### src/rtl/square_tone_synth_if.sv
// Note handshake between the song sequencer (master) and the tone synthesizer (slave).
interface square_tone_synth_if #(
  parameter int FREQ_W = 11
) ();
  logic [FREQ_W-1:0] note_freq;
  logic              note_valid;
  logic              note_ready;

  modport master (output note_freq, output note_valid, input note_ready);
  modport slave  (input note_freq, input note_valid, output note_ready);
endinterface

### src/rtl/square_tone_synth.sv
// Square-wave tone synthesizer using a fractional phase accumulator; note changes land on period ends.
// Optional macro TONE_VOLUME_PWM_EN adds a 3-bit volume input gating the high phase with an 8-step PWM.
module square_tone_synth #(
  parameter int CLK_HZ = 100000000,
  parameter int FREQ_W = 11,
  parameter int ACC_W  = 27
) (
  input  logic                 clk,
  input  logic                 rst,
  square_tone_synth_if.slave   note,
`ifdef TONE_VOLUME_PWM_EN
  input  logic [2:0]           volume,
`endif
  output logic                 sound,
  output logic                 active,
  output logic                 period_start
);

  localparam logic [ACC_W-1:0] CLK_LIM = ACC_W'(CLK_HZ);

  logic [FREQ_W-1:0] cur_freq;
  logic [FREQ_W-1:0] pend_freq;
  logic              pend_valid;
  logic [ACC_W-1:0]  acc;
  logic              wave;

  logic [ACC_W-1:0]  sum;
  logic              wrap;
  logic              sounding;
  logic              apply;
  logic              accept;

  assign note.note_ready = ~pend_valid;

  // Adding 2*f per clock and wrapping at CLK_HZ gives 2*f toggles per second, i.e. f Hz.
  always_comb begin
    sum      = acc + ACC_W'({cur_freq, 1'b0});
    wrap     = (sum >= CLK_LIM);
    sounding = (cur_freq != '0);
    apply    = pend_valid && (!sounding || (wave && wrap));
    accept   = note.note_valid && !pend_valid;
  end

  // Apply replaces the accumulate step, so a 1->0 toggle and the switch land on the same edge.
  always_ff @(posedge clk or posedge rst) begin
    if (rst) begin
      cur_freq     <= '0;
      pend_freq    <= '0;
      pend_valid   <= 1'b0;
      acc          <= '0;
      wave         <= 1'b0;
      active       <= 1'b0;
      period_start <= 1'b0;
    end else begin
      period_start <= 1'b0;
      if (accept) begin
        pend_freq  <= note.note_freq;
        pend_valid <= 1'b1;
      end
      if (apply) begin
        cur_freq   <= pend_freq;
        active     <= (pend_freq != '0);
        pend_valid <= 1'b0;
        acc        <= '0;
        wave       <= 1'b0;
      end else if (sounding) begin
        if (wrap) begin
          acc          <= sum - CLK_LIM;
          wave         <= ~wave;
          period_start <= ~wave;
        end else begin
          acc <= sum;
        end
      end
    end
  end

`ifdef TONE_VOLUME_PWM_EN
  logic [2:0] pwm_cnt;

  always_ff @(posedge clk or posedge rst) begin
    if (rst) begin
      pwm_cnt <= 3'd0;
    end else begin
      pwm_cnt <= pwm_cnt + 3'd1;
    end
  end

  assign sound = wave && (pwm_cnt < volume);
`else
  assign sound = wave;
`endif

endmodule

### src/flat_wrapper.sv
// flat-port wrapper written by rule: the top's interface ports become plain ports
module square_tone_synth_flat 
#(
  parameter int CLK_HZ = 100000000,
  parameter int FREQ_W = 11,
  parameter int ACC_W  = 27
)
  (clk, rst, sound, active, period_start, note_note_freq, note_note_valid, note_note_ready);
  square_tone_synth_if #(.FREQ_W(FREQ_W)) note_i ();
  input  logic clk;
  input  logic rst;
  output logic sound;
  output logic active;
  output logic period_start;
  input wire logic [$bits(note_i.note_freq)-1:0] note_note_freq;
  input wire logic [$bits(note_i.note_valid)-1:0] note_note_valid;
  output wire logic [$bits(note_i.note_ready)-1:0] note_note_ready;
  assign note_i.note_freq = note_note_freq;
  assign note_i.note_valid = note_note_valid;
  assign note_note_ready = note_i.note_ready;
  square_tone_synth #(.CLK_HZ(CLK_HZ), .FREQ_W(FREQ_W), .ACC_W(ACC_W)) u_core (.clk(clk), .rst(rst), .note(note_i), .sound(sound), .active(active), .period_start(period_start));
endmodule
### config.mk
export PLATFORM = sky130hd
export DESIGN_NAME = square_tone_synth_flat
export DESIGN_NICKNAME = d
export VERILOG_FILES = /design/src/rtl/square_tone_synth_if.sv /design/src/rtl/square_tone_synth.sv /design/src/flat_wrapper.sv
export SDC_FILE = /design/constraint.sdc
export NUM_CORES = 1
export LEC_CHECK = 0
export BUFFER_PORTS_ARGS = -buffer_cell sky130_fd_sc_hd__buf_2
export CORE_UTILIZATION = 50
export DETAILED_ROUTE_END_ITERATION = 10
export PLACE_DENSITY = 0.75
export SETUP_SLACK_MARGIN = 0.02
export SYNTH_ARGS = -nofsm -noshare
export SYNTH_HDL_FRONTEND = slang
export SYNTH_SLANG_ARGS = --single-unit
### constraint.sdc
create_clock -name clk -period 4.4 [get_ports clk]
set_input_delay 0.44 -clock clk [delete_from_list [all_inputs] [get_ports clk]]
set_output_delay 0.44 -clock clk [all_outputs]
set_load 0.01 [all_outputs]
==> results.md <==
- Die footprint: 0.008364 mm^2
- Post-DRT Antenna Nets: 0
- CP Data Arrival Time: 4.39 ns
- Clk_skew: 0.005241 ns
- Fin crit period: 4.188 ns
- NetSw: 1.443 mW
- Net Count, Synth: 514
- Placed cells: 600
- Fin crit share: 95.19%
- CTS sink count: 52
- F_max: 0.2388 GHz
- Critical Path Fanout Max: 8
- Worst vdd rail ir drop: 0.3477 mV
- Largest net degree at the start of global routing: 53
- Max H-tree Level: 2
- Gr ovfl total: 0
- Vias in the first global route: 3,649
- Largest cells by area after synthesis: dfrtp_1 (33%), nand2_1 (8.0%), ha_1 (4.1%)
- Pint: 1.492 mW
- WL/cell: 18.50 um
- Synth Flop Type: dfrtp_1
- Core area: 0.007727 mm^2
- Power, Total: 2.935 mW
- Setup TNS Final: 0 ns
- RSZ-0062 raised after global routing: no
- Initial antenna violation count: 0
- Clock share of power: 9.7%
- Status: complete, no violations
- Row count: 32
- First-pass GRT wire length: 18,570 um
- Final worst slack: 0.2118 ns
- Synth Cell Area: 0.004001 mm^2
- Async S/R FF share, synth: 100.0%
- All-Layer GR Usage: 28.36%
- Clk Latency, worst-skew pair: 0.32 ns
- Seq pwr share: 28.2%
- TritonRoute pass-1 iters: 5
- Final std cells w/o fill: 610
- Post-Syn Instances: 486
- Layout cells sized above 1: 15.55%
- Via count: 4,020
- Clock buffer depth: 2
- Worst setup path category: flip-flop to flip-flop
- Pre-CTS WS: 0.1160 ns
- Final hold violation count: 0
- Routed vias/inst: 6.590
- Synth-to-layout area growth: 10.48%
- CTS tree: built
- # diodes: 0
- Nets@finish: 535
- Pleak: 1.843 nW
- Flops & latches, synth: 52
- Share of the synthesized area in the top cell type: 32.52%
- Power Dens Cells: 664.0 mW/mm^2
- DRT iter0 DRCs: 330
- Worst Setup Start Kind: flip-flop
- Type of the worst min-delay path: input port to asynchronous set/reset pin
- Post-synth EDFFs: 0
- CTS Hold Bufs: 0
- Data required, critical path: 4.60 ns
- Width of the die: 91.46 um
- TritonCTS Buffers: 5
- Post-synth cell types: 70
- Area leader, netlist: dfrtp_1
- DRC: 0
- Max Slew Vio Count: 0
- Slew margin rel.: 34.87%
- Top-count cell post-synth: nand2_1
- Post-synthesis sequential area ratio: 32.52%
- Placed wire-length estimate: 8490 um
- Sw Share: 49.15%
- Post-synth top cells: nand2_1 (85), dfrtp_1 (52), nor2_1 (30), o21ai_0 (30), a21oi_1 (22)
- Power share of the combinational group: 62.1%
- Clock Pin Slew Worst Setup and Hold Paths: 0.10 ns
- Ports: 18
- Port-buffer cells: 17
- Setup crit end kind: flip-flop
- Total Wirelength: 11,280 um
- Endpoints failing setup: 0
- Root buffer cell: clkbuf_8
- Synthesized area per cell: 8.233 um^2
- Final Util: 57.21%
- DIE HEIGHT: 91.46 um
- Max Cap Viol: 0
- Starting Density: 51.78%
- GP Congestion: 0.9744
- YS warnings: 0
- Least-Margin Pin Slew: 0.9643 ns
-- stage by stage --
step | instance area [um^2] | hold WS [ns]
global placement | 4284 | 0.4688
global route | 4420 | 0.3401
detailed placement | 4284 | 0.4742
floorplan | 4001 | 0.4551
finish | 4420 | 0.2845
CTS | 4374 | 0.3061
-- placed cells by master, fill, tap and decap left out, types with 9 or more instances in the layout --
| cell type | synthesis | final |
|---|---|---|
| xnor2_1 | 14 | 14 |
| ha_1 | 13 | 13 |
| o21ai_0 | 30 | 29 |
| nor3_1 | 15 | 14 |
| o211ai_1 | 9 | 9 |
| mux2_2 | 11 | 11 |
| nand3_1 | 18 | 18 |
| or3_1 | 11 | 11 |
| buf_4 | 1 | 21 |
| nor2_1 | 30 | 29 |
| o31ai_1 | 9 | 9 |
| dfrtp_1 | 52 | 52 |
| a211oi_1 | 15 | 14 |
| a21oi_1 | 22 | 22 |
| buf_2 | 10 | 17 |
| nand2_1 | 85 | 85 |
-- registers in the layout, summed over array words and instances (netlist names) --
name / flops
u_core.active: 1
u_core.pend_valid: 1
u_core.cur_freq: 11
u_core.period_start: 1
u_core.sound: 1
u_core.acc: 26
u_core.pend_freq: 11
-- metal layers --
layer	wire length, um	global-route usage, %	part of all wire [%]	vias up
met5	0	0	0	-
met4	293	9.656	2.6	0
met3	794	3.350	7.0	25
met2	5062	44.36	45	197
met1	5131	40.50	45	1936
li1	-	-	-	1862
-- power by group through the flow --
| stage | clock network [mW] | logic [mW] | registers [mW] |
|---|---|---|---|
| after global routing | 0.310 | 1.99 | 0.850 |
| final | 0.286 | 1.82 | 0.828 |
| after CTS | 0.294 | 1.74 | 0.824 |
| after detailed placement | 0 | 1.72 | 0.835 |
| after global placement | 0 | 1.69 | 0.825 |
| after floorplan | 0 | 1.32 | 0.765 |
-- cell type report --
class / count / area [um^2]
clock inverters: 3 / 21.27
multi-input cells: 399 / 2585
flip-flops and latches: 52 / 1301
well taps: 102 / 127.6
inverters: 9 / 33.78
repair buffers: 40 / 282.8
clock buffers: 5 / 68.82
fillers: 714 / 3307
-- path summary, 6_finish.rpt --
path                       cells after the start                start  slack (ns)                   to
setup / recovery                              12  u_core.cur_freq[10]        0.21       u_core.acc[23]
hold / removal                                 3                  rst        0.28         u_core.sound
setup reg to reg                              12  u_core.cur_freq[10]        0.21       u_core.acc[23]
hold reg to reg                                2        u_core.acc[5]        0.50        u_core.acc[5]
max in group asynchronous                      3                  rst        3.68   u_core.cur_freq[7]
min in group clk                               2    note_note_freq[8]        0.35  u_core.pend_freq[8]
-- critical path, stage by stage, from the launching register on --
cell	delay (ns)
dfrtp_1	0.43
ha_1	0.38
buf_4	0.19
a21oi_1	0.51
or3_1	0.19
o2111ai_1	0.12
a311oi_1	0.56
or3_1	0.32
a21oi_1	0.11
o21ai_0	0.59
a221oi_1	0.19
nor4b_1	0.20
a311o_1	0.29
-- cells by family (layout without fill, tap and decap cells) --
logic type	count (synthesis)	after routing	share of synthesized area (%)
AO/OA/AOI/OAI	147	147	25.95
XOR/XNOR	19	19	4.347
buffers and inverters	35	57	3.721
AND/OR/NAND/NOR	205	205	25.05
flip-flops	52	52	32.52
multiplexers	14	14	3.846
adder cells (fa/ha/maj)	14	14	4.565
-- what timing repair did --
item                       CTS  global route
hold endpoints to repair     0             0
setup buffers                0             2
gates resized for setup      0             8
setup endpoints to repair    0             8
Power figures use the tool's default switching activity.
